**src/rtl/clock_mode_controller.sv**
```systemverilog
// Time-of-day and alarm keeper with a five-state set-mode FSM driven by one-cycle button pulses.
// All outputs are registered; time advances on sec_tick except while hour or minute is being set.
module clock_mode_controller #(
   parameter int HOURS        = 24,
   parameter int MINUTES      = 60,
   parameter int RING_SECONDS = 60
) (
   input  logic       clk,
   input  logic       rst,
   input  logic       sec_tick,
   input  logic       btn_c,
   input  logic       btn_u,
   input  logic       btn_d,
   input  logic       btn_l,
   input  logic       btn_r,
   output logic [4:0] hour,
   output logic [5:0] minute,
   output logic [5:0] second,
   output logic [4:0] alm_hour,
   output logic [5:0] alm_min,
   output logic       alm_en,
   output logic [2:0] mode,
   output logic       ringing
);
   localparam int RW = $clog2(RING_SECONDS + 1);

   localparam logic [2:0] S_CLOCK    = 3'd0;
   localparam logic [2:0] S_SET_HR   = 3'd1;
   localparam logic [2:0] S_SET_MIN  = 3'd2;
   localparam logic [2:0] S_SET_AHR  = 3'd3;
   localparam logic [2:0] S_SET_AMIN = 3'd4;

   localparam logic [5:0]    HR_MAX    = 6'(HOURS - 1);
   localparam logic [5:0]    MN_MAX    = 6'(MINUTES - 1);
   localparam logic [RW-1:0] RING_LOAD = RW'(RING_SECONDS);

   logic [4:0]    r_hour, r_alm_hour;
   logic [5:0]    r_minute, r_second, r_alm_min;
   logic          r_alm_en, r_ringing;
   logic [2:0]    r_mode;
   logic [RW-1:0] r_ring_cnt;

   logic       w_pc, w_pr, w_pl, w_pu, w_any;
   logic       w_advance, w_sec_wrap, w_min_wrap, w_trigger;
   logic [5:0] w_next_sec, w_next_min, w_min_inc, w_hr_inc6;
   logic [4:0] w_next_hr;
   logic [5:0] w_field_val, w_field_max, w_field_new;

   function automatic logic [5:0] f_step(input logic [5:0] v, input logic [5:0] max, input logic up);
      if (up) return (v == max) ? 6'd0 : v + 6'd1;
      else    return (v == 6'd0) ? max : v - 6'd1;
   endfunction

   // Only the highest-priority pending pulse acts: c > r > l > u > d.
   assign w_pc  = btn_c;
   assign w_pr  = btn_r & ~btn_c;
   assign w_pl  = btn_l & ~btn_c & ~btn_r;
   assign w_pu  = btn_u & ~btn_c & ~btn_r & ~btn_l;
   assign w_any = btn_c | btn_r | btn_l | btn_u | btn_d;

   assign w_advance  = sec_tick & (r_mode == S_CLOCK || r_mode == S_SET_AHR || r_mode == S_SET_AMIN);
   assign w_sec_wrap = (r_second == MN_MAX);
   assign w_min_wrap = (r_minute == MN_MAX);
   assign w_next_sec = f_step(r_second, MN_MAX, 1'b1);
   assign w_min_inc  = f_step(r_minute, MN_MAX, 1'b1);
   assign w_hr_inc6  = f_step({1'b0, r_hour}, HR_MAX, 1'b1);
   assign w_next_min = w_sec_wrap ? w_min_inc : r_minute;
   assign w_next_hr  = (w_sec_wrap && w_min_wrap) ? w_hr_inc6[4:0] : r_hour;

   // Alarm compares against the post-carry time at the instant the second wraps to 0.
   assign w_trigger = w_advance & w_sec_wrap & r_alm_en &
                      (w_next_hr == r_alm_hour) & (w_next_min == r_alm_min);

   always_comb begin
      w_field_val = 6'd0;
      w_field_max = MN_MAX;
      case (r_mode)
         S_SET_HR:   begin w_field_val = {1'b0, r_hour};     w_field_max = HR_MAX; end
         S_SET_MIN:  begin w_field_val = r_minute;           w_field_max = MN_MAX; end
         S_SET_AHR:  begin w_field_val = {1'b0, r_alm_hour}; w_field_max = HR_MAX; end
         S_SET_AMIN: begin w_field_val = r_alm_min;          w_field_max = MN_MAX; end
         default:    ;
      endcase
      w_field_new = f_step(w_field_val, w_field_max, w_pu);
   end

   always_ff @(posedge clk) begin
      if (rst) begin
         r_hour     <= '0;
         r_minute   <= '0;
         r_second   <= '0;
         r_alm_hour <= '0;
         r_alm_min  <= '0;
         r_alm_en   <= 1'b0;
         r_mode     <= S_CLOCK;
         r_ringing  <= 1'b0;
         r_ring_cnt <= '0;
      end else begin
         if (w_advance) begin
            r_second <= w_next_sec;
            r_minute <= w_next_min;
            r_hour   <= w_next_hr;
         end

         if (r_ringing && w_any) begin
            r_ringing  <= 1'b0;
            r_ring_cnt <= '0;
         end else if (w_trigger) begin
            r_ringing  <= 1'b1;
            r_ring_cnt <= RING_LOAD;
         end else if (r_ringing && sec_tick) begin
            r_ring_cnt <= r_ring_cnt - 1'b1;
            r_ringing  <= (r_ring_cnt != RW'(1));
         end

         if (r_mode > S_SET_AMIN) r_mode <= S_CLOCK;

         // A pulse that silences the alarm is consumed and has no other effect.
         if (!r_ringing && w_any) begin
            case (r_mode)
               S_CLOCK: begin
                  if (w_pc)      r_mode   <= S_SET_HR;
                  else if (w_pu) r_alm_en <= ~r_alm_en;
               end
               S_SET_HR, S_SET_MIN, S_SET_AHR, S_SET_AMIN: begin
                  if (w_pc)      r_mode <= S_CLOCK;
                  else if (w_pr) r_mode <= (r_mode == S_SET_AMIN) ? S_SET_HR : r_mode + 3'd1;
                  else if (w_pl) r_mode <= (r_mode == S_SET_HR) ? S_SET_AMIN : r_mode - 3'd1;
                  else begin
                     case (r_mode)
                        S_SET_HR:  begin r_hour   <= w_field_new[4:0]; r_second <= '0; end
                        S_SET_MIN: begin r_minute <= w_field_new;      r_second <= '0; end
                        S_SET_AHR: r_alm_hour <= w_field_new[4:0];
                        default:   r_alm_min  <= w_field_new;
                     endcase
                  end
               end
               default: r_mode <= S_CLOCK;
            endcase
         end
      end
   end

   assign hour     = r_hour;
   assign minute   = r_minute;
   assign second   = r_second;
   assign alm_hour = r_alm_hour;
   assign alm_min  = r_alm_min;
   assign alm_en   = r_alm_en;
   assign mode     = r_mode;
   assign ringing  = r_ringing;
endmodule
```
**config.mk**
```make
export PLATFORM = sky130hd
export DESIGN_NAME = clock_mode_controller
export DESIGN_NICKNAME = d
export VERILOG_FILES = /design/src/rtl/clock_mode_controller.sv
export SDC_FILE = /design/constraint.sdc
export NUM_CORES = 1
export LEC_CHECK = 0
export ABC_AREA = 1
export CORE_UTILIZATION = 31
export DETAILED_ROUTE_END_ITERATION = 12
export GPL_TIMING_DRIVEN = 0
export PLACE_DENSITY = 0.56
export RECOVER_POWER = 25
export SYNTH_ARGS = -nofsm -noshare
export SYNTH_HDL_FRONTEND = slang
export SYNTH_SLANG_ARGS = --single-unit
export TNS_END_PERCENT = 1
```
**constraint.sdc**
```tcl
create_clock -name clk -period 2.2 [get_ports clk]
set_input_delay 0.44 -clock clk [delete_from_list [all_inputs] [get_ports clk]]
set_output_delay 0.44 -clock clk [all_outputs]
set_load 0.005 [all_outputs]
```
==> flow_summary.json, run 1 <==
{
  "dpl.hpwl_mm": 7.64,
  "setup_slack_ns": -0.121,
  "die_x_um": 104,
  "cap_violations": 0,
  "violations": "setup timing",
  "yosys.area.top_type_share_pct": 24.4,
  "clock_sinks": 39,
  "dpl_worst_slack_ns": -0.421,
  "reg2reg_depth": 13,
  "vias": 3682,
  "criticalPathCategory": "flip-flop to flip-flop",
  "rsz0062_at_grt": "yes",
  "layout-drive-gt1-share_pct": 27.0,
  "hold_buffers": 0,
  "seq_area_frac_synth_pct": 24.4,
  "dr.pass1.iters": 5,
  "finish.utilization_pct": 46.4,
  "postRouteAntennaNets": 0,
  "yosysWarningCount": 0,
  "hp-class": "flip-flop to flip-flop",
  "crit_top_cell": "nand3_2",
  "ir_worst_vdd_v": 0.000378,
  "cp.buffers_inverters": 4,
  "fmax_mhz": 431,
  "power.total_mw": 2.24,
  "period_minus_slack_ns": 2.32,
  "initial_core_util_pct": 32.3,
  "critPathRequiredTime_ns": 2.45,
  "hold_viol": 0,
  "path_delay_family": "simple AND/OR/NAND/NOR gates",
  "cts_buffer_depth": 2,
  "first_iter_violations": 359,
  "clk_pin_slew_ns": 0.09,
  "crit_path_start_kind": "flip-flop",
  "viasPerCell": 5.05,
  "core_area_sq_mm": 0.00991,
  "holdWs_ns": 0.497,
  "avgSynthCellArea_sq_um": 6.24,
  "track_usage_pct": 19.0,
  "die_h_um": 104,
  "worst_path_max_delay_cell": "dfxtp_4",
  "ys_top_cells_by_count": "130 x nand2_1, 72 x inv_1, 58 x nand3_1",
  "die-area_sq_mm": 0.0107,
  "maxSlewHeadroom_pct": 57.4,
  "cp_cell_sequence": "inv_6 -> ha_4 -> buf_12 -> buf_4 -> nand3_1 -> nand2_2 -> o21ai_4 -> o21ai_1 -> nand3_4 -> nand4_1 -> nand3_2 -> nand3_2 -> inv_1",
  "cts-root-buf": "clkbuf_8",
  "routedWlPerCell_um": 14.6,
  "synthTopCellsByArea": "dfxtp_1 24%, nand2_1 15%, nand3_1 9.1%",
  "critPathMaxFanout": 8,
  "worst-r2r-setup-slack_ns": -0.12,
  "fin_skew_ns": 0.0121,
  "area_delta_synth_final_pct": 43.7,
  "synth_top_area_cell": "dfxtp_1",
  "cts_buffers": 5,
  "cp_num_cells": 13,
  "synth_cell_types": 39,
  "diodes": 0,
  "synthFlopType": "dfxtp_1",
  "drc": 0,
  "antenna_found_initial": 0,
  "grt_pass1_vias": 3323,
  "grt_pass1_wl_mm": 16.5,
  "status": "complete, but fails checks",
  "place_inst": 686,
  "slowest_delay_ns": 0.43,
  "htree_levels": 2,
  "boundaryPins": 41,
  "tns_ns": -0.973,
  "rows": 36,
  "io_buffers": 40,
  "setup_viol": 16,
  "leakage_nw": 1.95,
  "nNetsFinal": 617,
  "finalWeightedCongestion": 0.938,
  "syn_inst": 513,
  "synth_fp_nets": 535,
  "post-route-period-util_pct": 106,
  "dpl_cell_area_sq_mm": 0.00380,
  "routed_wl_mm": 10.6,
  "final_area_sq_mm": 0.00460,
  "cts_tree": "done",
  "finalMaxSlewViolations": 0,
  "whs_path_depth": 2,
  "insertion_delay_ns": 0.30,
  "gr-total-overflow": 0,
  "cp.arrival_ns": 2.57,
  "p_per_area_mw_per_mm2": 488,
  "worst_setup_path_end_kind": "flip-flop",
  "synthArstFlopShare_pct": 0,
  "grt_max_degree": 14,
  "synth_seq_cells": 39,
  "tightest_slew_ns": 0.640,
  "synth_edf_count": 0,
  "syn_area_sq_mm": 0.00320,
  "yosysMostFrequentCell": "nand2_1",
  "final_cells": 729
}
-- per-layer routing --
| metal | global-route usage [%] | wire length, um | up-vias |
|---|---|---|---|
| met2 | 32.3 | 5160 | 116 |
| met5 | 0 | 0 | - |
| li1 | - | - | 1838 |
| met1 | 25.6 | 4890 | 1718 |
| met3 | 2.39 | 492 | 10 |
| met4 | 3.73 | 96 | 0 |
-- tightest hold or removal path: cells and delay by family (launching register included) --
family | cells | cell delay [ns]
DFF | 1 | 0.33
AOI/OAI and AO/OA | 2 | 0.13
-- worst paths after layout --
path	from	endpoint
setup / recovery	mode[0]	hour[2]
setup reg to reg	mode[0]	hour[2]
hold reg to reg	alm_en	alm_en
hold / removal	alm_en	alm_en
-- placed cells by master (no fill, tap or decap), drive strengths merged --
master and count:
xnor2 3, clkbuf 9, dfxtp 39, o31ai 1, dlygate4sd3 7, a22oi 1, o21a 2, nand4 15
o211ai 6, nor3 7, o22ai 2, nand2 138, nand3 60, ha 14, clkinv 2, o21ai 37
clkdlybuf4s50 33, buf 42, nand3b 3, xor2 10, o21bai 1, a21oi 30, nor2 51, or2 2
nor3b 1, inv 77, nor4 1, a31oi 1, bufinv 1
-- logic make-up (layout without fill, tap and decap cells) --
kind of cell / after synthesis / after routing / share of synthesized area, %
adder cells (fa/ha/maj): 14 / 14 / 5.47
buffers and inverters: 88 / 171 / 11.6
AO/OA/AOI/OAI: 81 / 81 / 14.7
XOR/XNOR: 13 / 13 / 3.56
flip-flops: 39 / 39 / 24.4
AND/OR/NAND/NOR: 278 / 278 / 40.3
-- layout make-up --
| cell class | instances | area (sq um) |
|---|---|---|
| clock inverters | 3 | 43.8 |
| well taps | 133 | 166 |
| multi-input cells | 386 | 2460 |
| inverters | 77 | 312 |
| clock buffers | 5 | 68.8 |
| fillers | 1020 | 5310 |
| flip-flops and latches | 39 | 793 |
| plain buffers | 10 | 66.3 |
| repair buffers | 76 | 691 |
-- registers in the layout (all words and copies together) (netlist names) --
name,flops
alm_min,6
minute,6
r_ring_cnt,6
second,6
alm_hour,5
hour,5
mode,3
alm_en,1
ringing,1
-- repair_timing --
| item | in CTS | in global routing |
|---|---|---|
| gates resized for setup | 43 | 77 |
| setup endpoints to repair | 35 | 36 |
| buffers inserted | 24 | 12 |
| pin swaps | 21 | 30 |
-- power breakdown --
part | internal [mW] | switching (mW)
Sequential | 0.743 | 0.0674
Combinational | 0.353 | 0.446
Clock | 0.339 | 0.297
(Power assumes the default switching activity.)
==> run 2, diff against run 1 <==
ABC_CLOCK_PERIOD_IN_PS = 2200   (was default)
CORE_MARGIN = 5   (was default)
==> run 2 against run 1 <==
Net effect: the run still ends with setup timing left; worst hold slack improved by 0.012 ns; routed wire length rose by 2.7%; sequential power barely moved; total power fell by 2.0%; via count rose by 0.46%; utilization fell by 2.2 points; clock-buffer cell count rose by 1; combinational power fell by 5.8%; critical endpoint is now minute[4].
==> flow_summary.json, run 2 (synthesized netlist as in run 1, its figures left out) <==
{
  "status": "complete, but fails checks",
  "violations": "setup timing",
  "antenna_found_initial": 0,
  "cts_buffer_depth": 2,
  "worst_path_max_delay_cell": "dfxtp_4",
  "gr-total-overflow": 0,
  "whs_endpoint": "alm_en",
  "power.total_mw": 2.20,
  "routed_wl_mm": 10.9,
  "die_x_um": 112,
  "reg2reg_depth": 15,
  "tns_ns": -0.115,
  "power_frac_clock_pct": 28.9,
  "area_delta_synth_final_pct": 40.8,
  "hp-class": "flip-flop to flip-flop",
  "setup_viol": 6,
  "io_buffers": 40,
  "path_delay_family": "simple AND/OR/NAND/NOR gates",
  "final_cell_mix": "111 x nand2_1, 66 x inv_1, 50 x nand3_1",
  "grt_pass1_wl_mm": 16.8,
  "cp.buffers_inverters": 4,
  "power.switching_mw": 0.766,
  "rr_endpoint": "minute[4]",
  "p_per_area_mw_per_mm2": 488,
  "drc": 0,
  "fin_skew_ns": 0.00953,
  "p_sw_share_pct": 34.8,
  "cp_cell_sequence": "buf_4 -> ha_4 -> o21ai_4 -> nand2_4 -> o21ai_4 -> buf_6 -> inv_4 -> ha_4 -> inv_2 -> nor2_4 -> nand3_4 -> nand3b_1 -> nand2_2 -> nand2_1 -> a21oi_1",
  "finalMaxSlewViolations": 0,
  "setup_slack_ns": -0.0372,
  "nNetsFinal": 606,
  "die_h_um": 112,
  "leakage_nw": 1.93,
  "boundaryPins": 41,
  "rsz0062_at_grt": "yes",
  "postRouteAntennaNets": 0,
  "grt_pass1_vias": 3417,
  "post-route-period-util_pct": 102,
  "worst_setup_path_end_kind": "flip-flop",
  "seqPwrFrac_pct": 36.8,
  "vias": 3699,
  "hold_start": "alm_en",
  "tightest_slew_ns": 0.660,
  "worst-r2r-setup-slack_ns": -0.04,
  "initial_core_util_pct": 31.4,
  "comb_power_share_pct": 34.3,
  "period_minus_slack_ns": 2.24,
  "viasPerCell": 5.13,
  "cts_buffers": 5,
  "routed.top_layer": "met4",
  "dpl.hpwl_mm": 8.01,
  "criticalPathCategory": "flip-flop to flip-flop",
  "finish.utilization_pct": 44.3,
  "slowest_delay_ns": 0.38,
  "holdWs_ns": 0.509,
  "dr.pass1.iters": 5,
  "ir_worst_vdd_v": 0.000336,
  "mostFrequentLayoutCell": "nand2_1",
  "diodes": 0,
  "core_area_sq_mm": 0.0102,
  "wl_met2_mm": 5.26,
  "track_usage_pct": 16.5,
  "htree_levels": 2,
  "critPathRequiredTime_ns": 2.42,
  "final.fill_count": 1067,
  "die-area_sq_mm": 0.0125,
  "grt_max_degree": 13,
  "cp.arrival_ns": 2.46,
  "critPathMaxFanout": 7,
  "whs_path_depth": 2,
  "cap_violations": 0,
  "first_iter_violations": 343,
  "crit_path_start_kind": "flip-flop",
  "cts_tree": "done",
  "insertion_delay_ns": 0.30,
  "reg2reg_from": "mode[1]",
  "finalWeightedCongestion": 0.903,
  "clock_sinks": 39,
  "fmax_mhz": 447,
  "layout-drive-gt1-share_pct": 24.8,
  "internal_power_mw": 1.44,
  "hold_buffers": 0,
  "maxSlewHeadroom_pct": 56.0,
  "routedWlPerCell_um": 15.2,
  "hold_viol": 0,
  "met3WireLength_um": 692,
  "cts-root-buf": "clkbuf_8",
  "clk_pin_slew_ns": 0.08,
  "rows": 37,
  "wl_met1_mm": 4.72
}
==> run 2: cell types whose count changed in the layout (fill, tap and decap cells not counted), moves of 3 or more <==
cell,previous run,this run
nor2_4,13,10
buf_6,5,9
buf_4,34,20
nand2_2,23,18
nand2_1,108,111
nand3_1,46,50
dlygate4sd3_1,7,4
nand3_2,11,6
clkdlybuf4s50_1,33,36
dfxtp_1,35,32
==> run 2: how the worst max path moves through the flow <==
stage / startpoint / endpoint / slack [ns] / cells past startpoint
finish: mode[1] / minute[4] / -0.04 / 15
global route: mode[0] / hour[0] / -0.12 / 14
CTS: mode[2] / minute[2] / -0.04 / 17
detailed placement: mode[0] / minute[2] / -0.40 / 16
floorplan: mode[2] / alm_hour[0] / 0.05 / 15
global placement: mode[0] / alm_min[4] / -0.39 / 16
==> run 2: metal layers <==
metal  vias up  global-route usage (%)
met2       153                    27.7
met1      1700                    21.0
met3        29                    3.75
li1       1817                       -
met4         0                    5.03
met5         -                       0
==> run 2: stage by stage <==
stage / cells / worst slack, ns / area, sq um
2_1_floorplan: 513 / 0.0452 / 3230
3_3_place_gp: 689 / -0.387 / 3800
3_5_place_dp: 689 / -0.399 / 3800
5_1_grt: 721 / -0.120 / 4510
6_report: 721 / -0.0372 / 4510
4_1_cts: 713 / -0.0366 / 4160
==> run 2: layout make-up <==
type                    instances  area, sq um  area share [%]
multi-input cells             386         2430            53.9
plain buffers                  10         71.3            1.58
clock inverters                 2         35.0           0.777
repair buffers                 65          607            13.5
flip-flops and latches         39          800            17.7
inverters                      77          312            6.91
clock buffers                   6         82.6            1.83
well taps                     136          170            3.77
==> run 2: worst reg2reg max path, cell delays in order, from the launching register on <==
cell and delay [ns]:
dfxtp_4 0.38, buf_4 0.15, ha_4 0.19, o21ai_4 0.17
nand2_4 0.11, o21ai_4 0.13, buf_6 0.14, inv_4 0.03
ha_4 0.16, inv_2 0.08, nor2_4 0.05, nand3_4 0.10
nand3b_1 0.11, nand2_2 0.16, nand2_1 0.08, a21oi_1 0.13
==> run 2: power groups by stage <==
stage               registers (mW)  logic, mW  clock network [mW]
finish                       0.810      0.754               0.636
global placement             0.814      0.571                   0
detailed placement           0.814      0.575                   0
CTS                          0.804      0.642               0.651
floorplan                    0.800      0.377                   0
global route                 0.816      0.826               0.681
==> run 2: repair_timing <==
item / 4_1_cts / 5_1_grt
pin swaps: 16 / 28
endpoints found under the setup margin: 35 / 36
setup buffers: 16 / 9
resized for setup: 39 / 77
